$ cat config.mk
export PLATFORM = sky130hd
export DESIGN_NAME = tea_iter_core_flat
export DESIGN_NICKNAME = d
export VERILOG_FILES = /design/src/rtl/tea_pkg.sv /design/src/rtl/tea_iter_core_if.sv /design/src/rtl/tea_cycle.sv /design/src/rtl/tea_iter_core.sv /design/src/flat_wrapper.sv
export SDC_FILE = /design/constraint.sdc
export NUM_CORES = 2
export LEC_CHECK = 0
export BUFFER_PORTS_ARGS = -buffer_cell sky130_fd_sc_hd__buf_2
export CELL_PAD_IN_SITES_DETAIL_PLACEMENT = 2
export CELL_PAD_IN_SITES_GLOBAL_PLACEMENT = 2
export CORE_ASPECT_RATIO = 0.5
export CORE_MARGIN = 2
export CORE_UTILIZATION = 36
export CTS_CLUSTER_DIAMETER = 120
export DETAILED_ROUTE_END_ITERATION = 16
export PLACE_DENSITY_LB_ADDON = 0.1
export SLEW_MARGIN = 20
export SYNTH_ARGS = -nofsm -noshare
export SYNTH_HDL_FRONTEND = slang
export SYNTH_SLANG_ARGS = --single-unit
$ cat constraint.sdc
create_clock -name clk -period 9.45 [get_ports clk]
set_input_delay 2.3625 -clock clk [delete_from_list [all_inputs] [get_ports clk]]
set_output_delay 2.3625 -clock clk [all_outputs]
set_load 0.02 [all_outputs]
$ cat src/rtl/tea_pkg.sv
// ---------------------------------------------------------------------------
// tea_pkg
// Shared types, constants and helpers for the iterative TEA engine.
//   DELTA       : TEA key-schedule constant
//   word_t      : 32-bit TEA word
//   tea_state_t : engine state (IDLE, RUN, DONE)
//   byteswap32 / swap64 / swap128 : per-32-bit-word byte reversal
//   tea_f       : TEA mixing function F(x,a,b,s)
// ---------------------------------------------------------------------------
package tea_pkg;

   localparam logic [31:0] DELTA = 32'h9E3779B9;

   typedef logic [31:0] word_t;

   typedef enum logic [1:0] {
      IDLE,
      RUN,
      DONE
   } tea_state_t;

   // Reverse the byte order of one 32-bit word (little-endian host words).
   function automatic word_t byteswap32(input word_t w);
      return {w[7:0], w[15:8], w[23:16], w[31:24]};
   endfunction

   // Byte-swap each 32-bit word of a 64-bit value, word positions unchanged.
   function automatic logic [63:0] swap64(input logic [63:0] d);
      return {byteswap32(d[63:32]), byteswap32(d[31:0])};
   endfunction

   // Byte-swap each 32-bit word of a 128-bit key, word positions unchanged.
   function automatic logic [127:0] swap128(input logic [127:0] d);
      return {swap64(d[127:64]), swap64(d[63:0])};
   endfunction

   // TEA mixing function; all arithmetic wraps mod 2^32, >> is logical.
   function automatic word_t tea_f(input word_t x, input word_t a, input word_t b, input word_t s);
      return ((x << 4) + a) ^ (x + s) ^ ((x >> 5) + b);
   endfunction

endpackage

$ cat src/rtl/tea_iter_core_if.sv
// ---------------------------------------------------------------------------
// tea_iter_core_if
// Bundles the key-load, input-block, output-block and status signals of the
// TEA engine.
//   master : host / stream side (drives key, input block and out_ready)
//   slave  : the engine (drives key_valid, in_ready, out_valid, out_data, busy)
// ---------------------------------------------------------------------------
interface tea_iter_core_if;

   logic        key_wr;
   logic        key_sel;
   logic [63:0] key_in;
   logic        key_valid;

   logic        in_valid;
   logic        in_ready;
   logic        in_mode;
   logic [63:0] in_data;

   logic        out_valid;
   logic        out_ready;
   logic [63:0] out_data;

   logic        busy;

   modport master (
      output key_wr, key_sel, key_in, in_valid, in_mode, in_data, out_ready,
      input  key_valid, in_ready, out_valid, out_data, busy
   );

   modport slave (
      input  key_wr, key_sel, key_in, in_valid, in_mode, in_data, out_ready,
      output key_valid, in_ready, out_valid, out_data, busy
   );

endinterface

$ cat src/rtl/tea_cycle.sv
// ---------------------------------------------------------------------------
// tea_cycle
// Combinational single TEA cycle (two half-rounds), encrypt or decrypt.
//   v_i    : {v0,v1} before the cycle        v_o   : {v0,v1} after the cycle
//   key_i  : {k0,k1,k2,k3}, k0 = [127:96]    sum_i : running sum before
//   mode_i : 0 encrypt, 1 decrypt            sum_o : running sum after
// ---------------------------------------------------------------------------
module tea_cycle
   import tea_pkg::*;
(
   input  logic [63:0]  v_i,
   input  logic [127:0] key_i,
   input  word_t        sum_i,
   input  logic         mode_i,
   output logic [63:0]  v_o,
   output word_t        sum_o
);

   word_t k0, k1, k2, k3;
   word_t v0, v1;
   word_t n0, n1, sumN;

   assign k0 = key_i[127:96];
   assign k1 = key_i[95:64];
   assign k2 = key_i[63:32];
   assign k3 = key_i[31:0];
   assign v0 = v_i[63:32];
   assign v1 = v_i[31:0];

   // Encrypt advances the sum first and updates v0 then v1; decrypt undoes
   // this exactly, so it mixes v1 then v0 with the current sum and steps the
   // sum back afterwards.
   always_comb begin
      sumN = '0;
      n0   = '0;
      n1   = '0;
      if (!mode_i) begin
         sumN = sum_i + DELTA;
         n0   = v0 + tea_f(v1, k0, k1, sumN);
         n1   = v1 + tea_f(n0, k2, k3, sumN);
      end else begin
         n1   = v1 - tea_f(v0, k2, k3, sum_i);
         n0   = v0 - tea_f(n1, k0, k1, sum_i);
         sumN = sum_i - DELTA;
      end
   end

   assign v_o   = {n0, n1};
   assign sum_o = sumN;

endmodule

$ cat src/rtl/tea_iter_core.sv
// ---------------------------------------------------------------------------
// tea_iter_core
// Iterative TEA encrypt/decrypt engine, UNROLL cycles per clock, one block in
// flight at a time.
//   clk, rst_n : clock and asynchronous active-low reset
//   bus        : tea_iter_core_if.slave
//                key_wr/key_sel/key_in -> 64-bit key half writes (IDLE only)
//                key_valid             -> both halves written since reset
//                in_valid/in_ready     -> block accept, in_mode/in_data sampled
//                out_valid/out_ready   -> result held until taken
//                busy                  -> engine not IDLE
// Parameters: ROUNDS (1..64, multiple of UNROLL), UNROLL, SWAP_BYTES.
// ---------------------------------------------------------------------------
module tea_iter_core
   import tea_pkg::*;
#(
   parameter int ROUNDS     = 32,
   parameter int UNROLL     = 1,
   parameter bit SWAP_BYTES = 1'b1
) (
   input logic        clk,
   input logic        rst_n,
   tea_iter_core_if.slave bus
);

   if ((ROUNDS < 1) || (ROUNDS > 64) || (UNROLL < 1) || ((ROUNDS % UNROLL) != 0)) begin : g_bad_params
      $error("tea_iter_core: ROUNDS must be 1..64 and a multiple of UNROLL");
   end

   localparam int STEPS = ROUNDS / UNROLL;
   localparam int CW = (STEPS > 1) ? $clog2(STEPS) : 1;
   localparam logic [CW-1:0] LAST = CW'(STEPS - 1);
   localparam logic [63:0] DEC_PROD = 64'(ROUNDS) * 64'(DELTA);
   localparam word_t DEC_SUM = DEC_PROD[31:0];

   // Host words arrive little-endian when SWAP_BYTES is set.
   function automatic logic [63:0] host64(input logic [63:0] d);
      return SWAP_BYTES ? swap64(d) : d;
   endfunction

   tea_state_t   state_q;
   logic [63:0]  v_q;
   word_t        sum_q;
   logic         mode_q;
   logic [CW-1:0] cnt_q;
   logic [127:0] key_q;
   logic         hiWritten_q;
   logic         loWritten_q;
   logic         outValid_q;
   logic [63:0]  outData_q;

   logic         keyValid;
   logic         inReady;
   logic [63:0]  v_d;
   word_t        sum_d;

   logic [63:0]  vChain [UNROLL+1];
   word_t        sumChain [UNROLL+1];

   assign keyValid = hiWritten_q && loWritten_q;
   assign inReady  = (state_q == IDLE) && keyValid;

   // The key register already holds the byte-swapped key, so the chain uses
   // it directly; each stage feeds the next within the same clock.
   assign vChain[0]   = v_q;
   assign sumChain[0] = sum_q;

   for (genvar i = 0; i < UNROLL; i++) begin : g_chain
      tea_cycle u_cycle (
         .v_i    (vChain[i]),
         .key_i  (key_q),
         .sum_i  (sumChain[i]),
         .mode_i (mode_q),
         .v_o    (vChain[i+1]),
         .sum_o  (sumChain[i+1])
      );
   end

   assign v_d   = vChain[UNROLL];
   assign sum_d = sumChain[UNROLL];

   // Single FSM block. Key writes are honoured only in IDLE so the key stays
   // fixed for the whole block; a write on the accept edge is visible to the
   // first RUN clock because the chain reads key_q after that edge. The
   // result is captured on the same edge as the last round update.
   always_ff @(posedge clk or negedge rst_n) begin
      if (!rst_n) begin
         state_q     <= IDLE;
         v_q         <= '0;
         sum_q       <= '0;
         mode_q      <= 1'b0;
         cnt_q       <= '0;
         key_q       <= '0;
         hiWritten_q <= 1'b0;
         loWritten_q <= 1'b0;
         outValid_q  <= 1'b0;
         outData_q   <= '0;
      end else begin
         case (state_q)
            IDLE: begin
               if (bus.key_wr) begin
                  if (bus.key_sel) begin
                     key_q[63:0] <= host64(bus.key_in);
                     loWritten_q <= 1'b1;
                  end else begin
                     key_q[127:64] <= host64(bus.key_in);
                     hiWritten_q   <= 1'b1;
                  end
               end
               if (bus.in_valid && inReady) begin
                  v_q     <= host64(bus.in_data);
                  mode_q  <= bus.in_mode;
                  cnt_q   <= '0;
                  sum_q   <= bus.in_mode ? DEC_SUM : '0;
                  state_q <= RUN;
               end
            end
            RUN: begin
               v_q   <= v_d;
               sum_q <= sum_d;
               cnt_q <= cnt_q + 1'b1;
               if (cnt_q == LAST) begin
                  state_q    <= DONE;
                  outValid_q <= 1'b1;
                  outData_q  <= host64(v_d);
               end
            end
            DONE: begin
               if (bus.out_ready) begin
                  state_q    <= IDLE;
                  outValid_q <= 1'b0;
               end
            end
            default: state_q <= IDLE;
         endcase
      end
   end

   assign bus.key_valid = keyValid;
   assign bus.in_ready  = inReady;
   assign bus.out_valid = outValid_q;
   assign bus.out_data  = outData_q;
   assign bus.busy      = (state_q != IDLE);

endmodule

$ cat src/flat_wrapper.sv
// flat-port wrapper written by rule: the top's interface ports become plain ports
module tea_iter_core_flat import tea_pkg::*;
#(
   parameter int ROUNDS     = 32,
   parameter int UNROLL     = 1,
   parameter bit SWAP_BYTES = 1'b1
)
  (clk, rst_n, bus_key_wr, bus_key_sel, bus_key_in, bus_in_valid, bus_in_mode, bus_in_data, bus_out_ready, bus_key_valid, bus_in_ready, bus_out_valid, bus_out_data, bus_busy);
  tea_iter_core_if bus_i ();
  input logic clk;
  input logic rst_n;
  input wire logic [$bits(bus_i.key_wr)-1:0] bus_key_wr;
  input wire logic [$bits(bus_i.key_sel)-1:0] bus_key_sel;
  input wire logic [$bits(bus_i.key_in)-1:0] bus_key_in;
  input wire logic [$bits(bus_i.in_valid)-1:0] bus_in_valid;
  input wire logic [$bits(bus_i.in_mode)-1:0] bus_in_mode;
  input wire logic [$bits(bus_i.in_data)-1:0] bus_in_data;
  input wire logic [$bits(bus_i.out_ready)-1:0] bus_out_ready;
  output wire logic [$bits(bus_i.key_valid)-1:0] bus_key_valid;
  output wire logic [$bits(bus_i.in_ready)-1:0] bus_in_ready;
  output wire logic [$bits(bus_i.out_valid)-1:0] bus_out_valid;
  output wire logic [$bits(bus_i.out_data)-1:0] bus_out_data;
  output wire logic [$bits(bus_i.busy)-1:0] bus_busy;
  assign bus_i.key_wr = bus_key_wr;
  assign bus_i.key_sel = bus_key_sel;
  assign bus_i.key_in = bus_key_in;
  assign bus_i.in_valid = bus_in_valid;
  assign bus_i.in_mode = bus_in_mode;
  assign bus_i.in_data = bus_in_data;
  assign bus_i.out_ready = bus_out_ready;
  assign bus_key_valid = bus_i.key_valid;
  assign bus_in_ready = bus_i.in_ready;
  assign bus_out_valid = bus_i.out_valid;
  assign bus_out_data = bus_i.out_data;
  assign bus_busy = bus_i.busy;
  tea_iter_core #(.ROUNDS(ROUNDS), .UNROLL(UNROLL), .SWAP_BYTES(SWAP_BYTES)) u_core (.clk(clk), .rst_n(rst_n), .bus(bus_i));
endmodule
==> results of run 1 <==
[cell families after synthesis]
kind of cell	count (synthesis)	synth area share (%)
AO/OA/AOI/OAI	1433	25.1
XOR/XNOR	732	17.7
adder cells (fa/ha/maj)	502	17.4
buffers and inverters	225	2.31
flip-flops	299	20.3
multiplexers	160	4.80
AND/OR/NAND/NOR	955	12.4
[synth_stat cells (18+ instances only)]
| library cell | n |
|---|---|
| xnor2_1 | 602 |
| ha_1 | 486 |
| a21oi_1 | 385 |
| o21ai_0 | 327 |
| dfrtp_1 | 299 |
| nand2_1 | 298 |
| a21o_1 | 244 |
| nor2_1 | 213 |
| mux2_2 | 133 |
| xor2_1 | 123 |
| inv_1 | 110 |
| clkbuf_1 | 90 |
| nand3_1 | 83 |
| nor3_1 | 65 |
| a22oi_1 | 63 |
| nand2b_1 | 61 |
| nor2b_1 | 60 |
| o21bai_1 | 53 |
| and3_1 | 50 |
| a31oi_1 | 42 |
| o21a_1 | 42 |
| nand4_1 | 28 |
| o21ai_1 | 28 |
| mux2i_1 | 27 |
| a211oi_1 | 26 |
| and2_1 | 24 |
| buf_1 | 19 |
| o211ai_1 | 18 |
[per-layer routing]
metal | overflow | GRT usage [%]
met5 | 6 | 35.7
met4 | 620 | 87.7
met3 | 27 | 69.0
met2 | 1478 | 102
met1 | 30 | 82.9
[per-stage QoR]
stage,cells,setup WS (ns),utilization (%),TNS (ns)
3_5_place_dp,6998,-2.17,48.3,-47.34
3_3_place_gp,6998,-1.63,48.3,-33.47
4_1_cts,7132,-0.709,51.8,-8.73
2_1_floorplan,4306,0.0869,-,0
[what timing repair did]
item                                    4_1_cts
setup buffers                                74
pin swaps                                   155
hold buffers                                  0
resized for setup                           358
endpoints found under the setup margin       67
==> results.toml, run 1 <==
[run_status]
outcome = "did not finish"
lastStage = "global routing"
error_line = "[ERROR GRT-0232] Routing congestion too high. Check the congestion heatmap in the GUI."

[clocking]
cts_root_buffer = "clkbuf_16"
h-tree-depth = 2
cts_buffers = 37
cts.sinks = 299
clockBufferDepth = 3

[placed_design]
place_congestion = 1.02
port_buffers = 202
hpwl_um = 189000
place_area_um2 = 48700

[yosys]
syn_area_um2 = 36800
yosysWarningCount = 0
syn_inst = 4306
yosysUniqueCellTypes = 94
synth-seq-cells = 299
synthTopCellsByArea = "dfrtp_1 (20%), ha_1 (17%), xnor2_1 (14%)"
synth.top_cell.area_share_pct = 20.3
synth_area_leader_cell = "dfrtp_1"
syn_nets = 4943
async_flop_share_pct = 100
synth_edf_count = 0
yosysSeqAreaShare_pct = 20.3
avgSynthCellArea_um2 = 8.55
synth_top_flop_cell = "dfrtp_1"

[floorplanning]
io_pins = 203
fp-row-count = 82
fp.dieH_um = 230
fp.dieW_um = 456
start_util_pct = 36.6

[global_routing]
antenna_found_initial = 37
track_usage_pct = 84.5
overflow = 2161
grt_max_degree = 125

[sta]
worst_endpoint = "u_core.v_q[31]$_DFFE_PN0P_/D"
worst_path_end_type = "sequential cell input"
==> run 2, diff against run 1 <==
CELL_PAD_IN_SITES_DETAIL_PLACEMENT = unset   (was 2)
CELL_PAD_IN_SITES_GLOBAL_PLACEMENT = unset   (was 2)
CORE_ASPECT_RATIO = unset   (was 0.5)
CORE_UTILIZATION = 21   (was 36)
CTS_CLUSTER_DIAMETER = unset   (was 120)
PLACE_DENSITY_LB_ADDON = 0.15   (was 0.1)
clock period = 12.3 ns   (was 9.45 ns; I/O delays follow)
==> run 2 against run 1 <==
  * The flow now finishes without violations
  * Area after synthesis unchanged
  * Synthesized cell count unchanged
==> results.toml, run 2 <==
[yosys]
synth_edf_count = 0
syn_nets = 4943
syn_inst = 4306
synthTopCellsByArea = "dfrtp_1 (20%), ha_1 (17%), xnor2_1 (14%)"
synth_top_flop_cell = "dfrtp_1"
yosysMostFrequentCell = "xnor2_1"
synth_commonest_cells = "xnor2_1 (602), ha_1 (486), a21oi_1 (385)"
yosysUniqueCellTypes = 94
yosysSeqAreaShare_pct = 20.3
synth.top_cell.area_share_pct = 20.3
avgSynthCellArea_um2 = 8.55
synth_area_leader_cell = "dfrtp_1"
async_flop_share_pct = 100
synth-seq-cells = 299
syn_area_um2 = 36800
yosysWarningCount = 0

[hold_path]
min_path_cells = 1
hp-class = "reg -> reg"

[worst_setup_path]
crit_path_top_delay_cell = "o21ai_0"
crit_type = "reg -> reg"
ff2ff_path_depth = 40
critPathLaunchType = "register"
crit_path_max_incr_delay_ns = 0.91
crit_required_ns = 12.77
cpMostUsedCell = "xnor2_1"
crit_path_end_kind = "register"
crit_fanout = 9
cp.arrival_ns = 12.02

[final_layout]
fin_nets = 5222
design_area_um2 = 43000
layout_commonest_cell = "xnor2_1"
mostFrequentLayoutCells = "xnor2_1 (600), ha_1 (486), a21oi_1 (385)"
top_register = "u_core.key_q"
syn2layout_area_growth_pct = 16.8
largest_reg_flops = 128
drive_gt1_share_pct = 13.3

[clocking]
cts_root_buffer = "clkbuf_16"
h-tree-depth = 2
clockBufferDepth = 3
hold_buffers = 0
clk_latency_ns = 0.62
cts_tree = "yes"
cts_resized = 0
clk_pin_slew_worst_paths_ns = 0.06
postCtsSetupRepairBufs = 0
cts.sinks = 299
cts_buffers = 40

[drt]
drt_pass1_iterations = 6
ant_nets = 0
detail_route.wl_per_cell_um = 26.9
first_iter_violations = 2925
finalWirelength_um = 187000
drcViolationCount = 0
vias = 35200
viasPerCell = 5.06

[floorplanning]
fp-row-count = 153
fp.dieH_um = 423
io_pins = 203
fp.dieArea_um2 = 179000
coreArea_um2 = 174000
start_util_pct = 21.2
fp.dieW_um = 423

[global_routing]
grt_max_degree = 99
track_usage_pct = 20.3
overflow = 0
grt_pass1_wl_um = 261000
antenna_found_initial = 21
grt_pass1_vias = 34700

[placed_design]
place_congestion = 0.974
port_buffers = 202
place_area_um2 = 41500
hpwl_um = 158000

[sta]
fmax_ghz = 0.0866
setup-violations-final = 0
final-hold-violation-count = 0
rsz0062_at_grt = "no"
fin_crit_sh_pct = 93.9
tightest_slew_ns = 1.15
slew_violations = 0
tns_ns = 0
fin_crit_ns = 11.55
clock_skew_ns = 0.0146
relSlewSlack_pct = 22.3

[job]
cap_viol_max_count = 0

[run_status]
outcome = "finished, final reports clean"
[run 2: cell counts after synthesis]
Identical to the previous run, type by type.
[run 2: cell type report]
class | count | area, µm²
inverter | 111 | 417
clock inverter | 14 | 283
sequential | 299 | 7490
timing repair buffer | 351 | 2150
antenna | 7 | 17.5
tap | 2325 | 2910
fill | 19000 | 131000
multi-input combinational | 3782 | 28600
clock buffer | 58 | 1200
[run 2: metal layers]
layer,global-route usage (%),wire (µm),vias up
met1,30.6,92900,17700
met3,2.27,10900,143
met4,3.27,2790,14
met2,31.1,80300,1009
met5,0,71,-
li1,-,-,16300
[run 2: final timing paths]
check	slack, ns	endpoint	startpoint
max in group asynchronous	7.99	u_core.key_q[57]	rst_n
worst min-delay path	0.46	u_core.hiWritten_q	u_core.hiWritten_q
worst max register to register	0.75	u_core.bus.out_data[4]	u_core.sum_q[0]
worst max-delay path	0.75	u_core.bus.out_data[4]	u_core.sum_q[0]
worst min register to register	0.46	u_core.hiWritten_q	u_core.hiWritten_q
min in group asynchronous	2.42	u_core.bus.out_data[63]	rst_n
[run 2: cell families (layout without fill, tap and decap cells)]
logic type,Yosys count,after routing,share of synthesized area [%]
compound gates,1433,1433,25.1
simple gates,955,955,12.4
xor+xnor,732,732,17.7
fa+ha+maj,502,502,17.4
flops,299,299,20.3
buf+inv,225,534,2.31
mux,160,160,4.80
other cells,0,7,0
[run 2: worst max-delay path: cells and delay by family (launching register included)]
| kind | cells | cell delay [ns] |
|---|---|---|
| AO/OA/AOI/OAI | 15 | 4.98 |
| XOR/XNOR | 10 | 2.00 |
| AND/OR/NAND/NOR | 9 | 1.81 |
| adder cells (fa/ha/maj) | 5 | 1.89 |
| multiplexers | 1 | 0.16 |
| flip-flops | 1 | 0.49 |
[run 2: through the flow]
stage	hold WS [ns]	util, %	instances	setup slack (ns)
floorplan	0.430	-	4306	2.94
detailed placement	0.450	23.9	6868	0.814
finish	0.465	24.7	6947	0.751
global route	0.478	24.7	6940	0.111
global placement	0.449	23.9	6868	0.832
CTS	0.467	24.7	6940	0.735
Power of run 2 is left out: the tool's default activity adds up to more than one toggle a clock period on the data nets, which glitch-free logic cannot reach.
